File: src/rtl/condicionador_botoes_if.sv
`default_nettype none
// ============================================================================
// Module      : condicionador_botoes_if
// Description : Board-side bundle between the raw pushbuttons and the
//               conditioned button outputs (pulses, mute level, pressed state).
// Revision    : 1.0 - initial release
// ============================================================================
interface condicionador_botoes_if;
  logic [3:0] btn_n;
  logic       play_loc;
  logic       sel_loc;
  logic       stop_loc;
  logic       mute_loc;
  logic [3:0] btn_estado;

  // Board / stimulus side: drives the raw pins, observes conditioned outputs
  modport master (
    output btn_n,
    input  play_loc,
    input  sel_loc,
    input  stop_loc,
    input  mute_loc,
    input  btn_estado
  );

  // Conditioner side: receives the raw pins, produces conditioned outputs
  modport slave (
    input  btn_n,
    output play_loc,
    output sel_loc,
    output stop_loc,
    output mute_loc,
    output btn_estado
  );
endinterface
`default_nettype wire

File: src/rtl/condicionador_botoes.sv
`default_nettype none
// ============================================================================
// Module      : condicionador_botoes
// Description : Four-channel pushbutton conditioner. Each active-low pin is
//               synchronized, then debounced by its own FSM that requires
//               DEB_CYCLES+1 consecutive agreeing samples before accepting a
//               press or release. Play/sel/stop emit a one-cycle registered
//               pulse per accepted press; mute is exported as a level.
// Revision    : 1.0 - initial release
// ============================================================================
module condicionador_botoes #(
  parameter logic [15:0] DEB_CYCLES = 16'd50000
) (
  input  wire logic             clk_placa,
  input  wire logic             rst,
  condicionador_botoes_if.slave bus
);

  localparam logic [15:0] c_limite = DEB_CYCLES - 16'd1;

  localparam logic [1:0] c_solto       = 2'd0;
  localparam logic [1:0] c_conf_aperto = 2'd1;
  localparam logic [1:0] c_apertado    = 2'd2;
  localparam logic [1:0] c_conf_solto  = 2'd3;

  logic [3:0] w_pressionado;
  logic [2:0] w_pulso;

  genvar i;
  generate
    for (i = 0; i < 4; i++) begin : g_canal
      logic [1:0]  r_sinc;
      logic        w_pino;
      logic [1:0]  r_estado;
      logic [1:0]  w_prox_estado;
      logic [15:0] r_cnt;
      logic [15:0] w_prox_cnt;
      logic        w_apertado;

      // Oldest synchronizer stage is the only copy of the pin the FSM sees
      assign w_pino = r_sinc[1];

      // Two-flop synchronizer; idles at the released level
      always_ff @(posedge clk_placa) begin
        if (rst) begin
          r_sinc <= 2'b11;
        end else begin
          r_sinc <= {r_sinc[0], bus.btn_n[i]};
        end
      end

      // State and confirmation counter registers
      always_ff @(posedge clk_placa) begin
        if (rst) begin
          r_estado <= c_solto;
          r_cnt    <= 16'd0;
        end else begin
          r_estado <= w_prox_estado;
          r_cnt    <= w_prox_cnt;
        end
      end

      // Next-state logic: a change is accepted only after the counter reaches
      // its limit with the pin still at the new level; any disagreement
      // falls back to the previous stable state and restarts from zero.
      always_comb begin
        w_prox_estado = r_estado;
        w_prox_cnt    = r_cnt;
        case (r_estado)
          c_solto: begin
            if (!w_pino) begin
              w_prox_estado = c_conf_aperto;
              w_prox_cnt    = 16'd0;
            end
          end
          c_conf_aperto: begin
            if (w_pino) begin
              w_prox_estado = c_solto;
              w_prox_cnt    = 16'd0;
            end else if (r_cnt == c_limite) begin
              w_prox_estado = c_apertado;
              w_prox_cnt    = 16'd0;
            end else begin
              w_prox_cnt    = r_cnt + 16'd1;
            end
          end
          c_apertado: begin
            if (w_pino) begin
              w_prox_estado = c_conf_solto;
              w_prox_cnt    = 16'd0;
            end
          end
          c_conf_solto: begin
            if (!w_pino) begin
              w_prox_estado = c_apertado;
              w_prox_cnt    = 16'd0;
            end else if (r_cnt == c_limite) begin
              w_prox_estado = c_solto;
              w_prox_cnt    = 16'd0;
            end else begin
              w_prox_cnt    = r_cnt + 16'd1;
            end
          end
          default: begin
            w_prox_estado = c_solto;
            w_prox_cnt    = 16'd0;
          end
        endcase
      end

      // Output logic: release is still unconfirmed in CONF_SOLTO, so the
      // button keeps reading as pressed there.
      always_comb begin
        w_apertado = (r_estado == c_apertado) || (r_estado == c_conf_solto);
      end

      assign w_pressionado[i] = w_apertado;

      // Only play/sel/stop are edge-type controls; mute gets no pulse
      if (i < 3) begin : g_pulso
        logic r_pulso;

        // Registered pulse on the exact cycle a press is confirmed
        always_ff @(posedge clk_placa) begin
          if (rst) begin
            r_pulso <= 1'b0;
          end else begin
            r_pulso <= (r_estado == c_conf_aperto) && !w_pino && (r_cnt == c_limite);
          end
        end

        assign w_pulso[i] = r_pulso;
      end
    end
  endgenerate

  assign bus.play_loc   = w_pulso[0];
  assign bus.sel_loc    = w_pulso[1];
  assign bus.stop_loc   = w_pulso[2];
  assign bus.mute_loc   = ~w_pressionado[3];
  assign bus.btn_estado = w_pressionado;

endmodule
`default_nettype wire

File: src/flat_wrapper.sv
// flat-port wrapper written by rule: the top's interface ports become plain ports
module condicionador_botoes_flat 
#(
  parameter logic [15:0] DEB_CYCLES = 16'd50000
)
  (clk_placa, rst, bus_btn_n, bus_play_loc, bus_sel_loc, bus_stop_loc, bus_mute_loc, bus_btn_estado);
  condicionador_botoes_if bus_i ();
  input  wire logic clk_placa;
  input  wire logic rst;
  input wire logic [$bits(bus_i.btn_n)-1:0] bus_btn_n;
  output wire logic [$bits(bus_i.play_loc)-1:0] bus_play_loc;
  output wire logic [$bits(bus_i.sel_loc)-1:0] bus_sel_loc;
  output wire logic [$bits(bus_i.stop_loc)-1:0] bus_stop_loc;
  output wire logic [$bits(bus_i.mute_loc)-1:0] bus_mute_loc;
  output wire logic [$bits(bus_i.btn_estado)-1:0] bus_btn_estado;
  assign bus_i.btn_n = bus_btn_n;
  assign bus_play_loc = bus_i.play_loc;
  assign bus_sel_loc = bus_i.sel_loc;
  assign bus_stop_loc = bus_i.stop_loc;
  assign bus_mute_loc = bus_i.mute_loc;
  assign bus_btn_estado = bus_i.btn_estado;
  condicionador_botoes #(.DEB_CYCLES(DEB_CYCLES)) u_core (.clk_placa(clk_placa), .rst(rst), .bus(bus_i));
endmodule
File: config.mk
export PLATFORM = sky130hd
export DESIGN_NAME = condicionador_botoes_flat
export DESIGN_NICKNAME = d
export VERILOG_FILES = /design/src/rtl/condicionador_botoes_if.sv /design/src/rtl/condicionador_botoes.sv /design/src/flat_wrapper.sv
export SDC_FILE = /design/constraint.sdc
export NUM_CORES = 1
export LEC_CHECK = 0
export CAP_MARGIN = 20
export CORE_MARGIN = 5
export CORE_UTILIZATION = 57
export CTS_CLUSTER_DIAMETER = 200
export DETAILED_ROUTE_END_ITERATION = 8
export GPL_TIMING_DRIVEN = 0
export MAX_ROUTING_LAYER = met4
export PLACE_DENSITY = 0.75
export SETUP_SLACK_MARGIN = 0.02
export SKIP_CTS_REPAIR_TIMING = 1
export SYNTH_ARGS = -nofsm -noshare
export SYNTH_HDL_FRONTEND = slang
export SYNTH_SLANG_ARGS = --single-unit
File: constraint.sdc
create_clock -name clk_placa -period 2.02 [get_ports clk_placa]
set_input_delay 0.404 -clock clk_placa [delete_from_list [all_inputs] [get_ports clk_placa]]
set_output_delay 0.404 -clock clk_placa [all_outputs]
set_load 0.01 [all_outputs]
==> results.py <==
metrics = {
    "timing": {
        "skew_ns": 0.006741,
        "grt_setup_unrepaired": "true",
        "finalWorstSetupSlack_ns": 0.03267,
        "hold_violations": 0,
        "tightest_slew_ns": 1.003,
        "holdWs_ns": 0.4088,
        "relSlewSlack_pct": 32.65,
        "slew_viol_final": 0,
        "fin_crit_sh_pct": 98.38,
        "fin_crit_ns": 1.987,
        "max_freq_mhz": 503.2,
        "setup_violations": 0,
    },
    "worst_setup_path": {
        "crit_arrival_ns": 2.21,
        "end_kind": "flop",
        "cp_slowest_cell": "or4b_4",
        "critPathMaxStageDelay_ns": 0.55,
        "required_ns": 2.24,
        "cp-start-kind": "flop",
        "r2r-start": "u_core.g_canal[3].r_cnt[12]$_SDFFE_PP0P_",
        "cp-startpoint": "u_core.g_canal[3].r_cnt[12]$_SDFFE_PP0P_",
        "cp.buffers_inverters": 2,
        "crit_type": "reg2reg",
        "worstPathCellList": "or4b_4, nor4_4, buf_4, buf_4, nor2_1, a22oi_1, nor2_1",
        "regToRegSetupSlack_ns": 0.03,
        "path_max_fanout": 5,
        "cp_top_family": "simple AND/OR/NAND/NOR gates",
    },
    "logic_synthesis": {
        "syn_area_mm2": 0.004101,
        "synth_cell_types": 53,
        "yosys.area.top_type": "dfxtp_1",
        "synth_cells": 494,
        "yosysTopAreaCellShare_pct": 40.51,
        "yosysMostFrequentCell": "dfxtp_1",
        "synth_fa_ha_area_share_pct": 1.220,
        "synth_common_cells": "dfxtp_1 (83), nand2_1 (49), nor2_1 (38)",
        "async_flop_share_pct": 0,
        "yosysSeqAreaShare_pct": 40.51,
        "synth_top_family_by_area": "simple AND/OR/NAND/NOR gates",
        "synth-edff-count": 0,
        "yosys.area_share.simple_pct": 31.57,
        "syn_area_per_cell_um2": 8.302,
        "yosys_warnings": 0,
        "syn_nets": 504,
        "ys.flop_type": "dfxtp_1",
        "synth_area_leaders": "dfxtp_1 (41%), nand2_1 (4.5%), a21oi_1 (3.8%)",
        "synth_xor_area_share_pct": 3.203,
        "synthMuxAreaShare_pct": 1.464,
        "ys_ff_latch": 83,
        "synth_compound_area_share_pct": 17.97,
    },
    "floorplanning": {
        "fp.dieW_um": 94.83,
        "core_mm2": 0.007137,
        "num_rows": 31,
        "die_h_um": 94.83,
        "initial_core_util_pct": 57.47,
        "num_io_pins": 14,
        "dieArea_mm2": 0.008992,
    },
    "global_routing": {
        "grt_pass1_vias": 3397,
        "overflow": 0,
        "antenna_found_initial": 0,
        "grt_pass1_wl_mm": 15.35,
        "grt_max_degree": 13,
        "grtUsageTotal_pct": 21.56,
    },
    "clock_network": {
        "cts_tree": "built",
        "clk_latency_ns": 0.35,
        "clkTransAtPathRegs_ns": 0.07,
        "cts_made_buffers": 9,
        "cts_buffer_depth": 2,
        "clkSinkCount": 83,
        "htree_levels": 3,
        "clockRootBuffer": "clkbuf_8",
    },
    "placed_design": {
        "place_congestion": 0.8924,
        "portBuffers": 13,
        "dp_cells": 606,
        "dpl_worst_slack_ns": -0.6197,
        "dp_hpwl_mm": 6.196,
    },
    "layout": {
        "final_core_util_pct": 67.46,
        "fillers": 603,
        "area_delta_synth_final_pct": 17.39,
        "diodes": 0,
        "stdcell_count": 631,
        "drive_gt1_share_pct": 17.67,
        "nets": 539,
    },
    "worst_hold_path": {
        "hp-start": "u_core.g_canal[2].r_sinc[0]$_SDFF_PP1_",
        "hold_class": "reg2reg",
    },
    "pwr": {
        "power_density_mw_per_mm2": 599.0,
        "peakVddDrop_mv": 0.4489,
        "cellLeakagePower_nw": 1.679,
        "power.total_mw": 2.884,
    },
    "drt": {
        "first_pass_iters": 4,
        "wl_per_cell_um": 15.56,
        "vias_per_cell": 6.179,
        "antenna_left": 0,
        "remaining_drc_errors": 0,
        "drt_iter0_drc": 181,
        "num_vias": 3899,
        "routed_wl_mm": 9.818,
    },
    "outcome": {
        "status": "complete, no violations",
    },
    "job": {
        "max-cap-violations": 0,
    },
}
[worst register-to-register path, stage by stage, from the launching register on]
cell and delay [ns]:
dfxtp_4 0.37, or4b_4 0.55, nor4_4 0.42, buf_4 0.20
buf_4 0.10, nor2_1 0.04, a22oi_1 0.15, nor2_1 0.05
[report_power, final]
part           total (mW)  internal (mW)  switching, mW  leakage, nW
logic               0.169         0.0676          0.101        0.918
clock network        1.05          0.499          0.552       0.0843
registers            1.66           1.65         0.0169        0.676
total                2.88           2.21          0.670         1.68
[cell families (layout without fill, tap and decap cells)]
logic type | count (synthesis) | after routing
mux | 6 | 6
flops | 83 | 83
xor+xnor | 15 | 15
fa+ha+maj | 4 | 4
buf+inv | 36 | 74
compound gates | 119 | 119
simple gates | 231 | 231
[final timing paths]
path,to,depth (start not counted)
setup / recovery,u_core.g_canal[3].r_cnt[1]$_SDFFE_PP0P_,7
hold / removal,u_core.g_canal[2].r_sinc[1]$_SDFF_PP1_,1
setup reg to reg,u_core.g_canal[3].r_cnt[1]$_SDFFE_PP0P_,7
hold reg to reg,u_core.g_canal[2].r_sinc[1]$_SDFF_PP1_,1
[placed cells by master, fill, tap and decap left out, types with 9 or more instances in the layout]
master,Yosys,routed
dfxtp_1,83,74
nand2_1,49,48
nor2_1,38,35
nand3_1,31,31
o21ai_0,31,30
a21oi_1,31,27
a31oi_1,21,19
buf_4,5,17
inv_1,12,12
or3_1,12,12
nor3_1,16,12
clkdlybuf4s50_1,0,12
clkbuf_8,0,11
nand4_1,10,10
clkbuf_1,13,10
and3_1,10,10
nor4_1,10,9
or2_2,9,9
[through the flow]
step	area (um^2)	TNS, ns
floorplan	4101	0
global placement	4355	-16.09
detailed placement	4355	-18.26
global route	4815	-0.2507
CTS	4523	-3.175
finish	4815	0
[layout make-up]
cell class / instances / area [um^2] / area share, %
Buffer: 21 / 126.4 / 2.625
Clock buffer: 12 / 155.1 / 3.222
Clock inverter: 2 / 12.51 / 0.2599
Inverter: 12 / 45.04 / 0.9356
Multi-Input combinational cell: 375 / 2435 / 50.57
Sequential cell: 83 / 1678 / 34.85
Tap cell: 99 / 123.9 / 2.573
Timing Repair Buffer: 27 / 239.0 / 4.964
[registers in the layout (all words and copies together), names as in the netlist, named ones only]
register	count
u_core.bus.stop_loc	1
u_core.g_canal.r_estado	4
u_core.bus.play_loc	1
u_core.bus.sel_loc	1
u_core.g_canal.r_cnt	64
u_core.g_canal.r_sinc	8
[layer usage]
layer  GRT usage (%)  vias to the layer above  routed length (um)
met5               -                        -                   0
li1                -                     1892                   -
met4           7.091                        0                 132
met3           5.339                       21                 551
met1           27.41                     1858                4419
met2           33.59                      128                4714
Power figures use the tool's default switching activity.
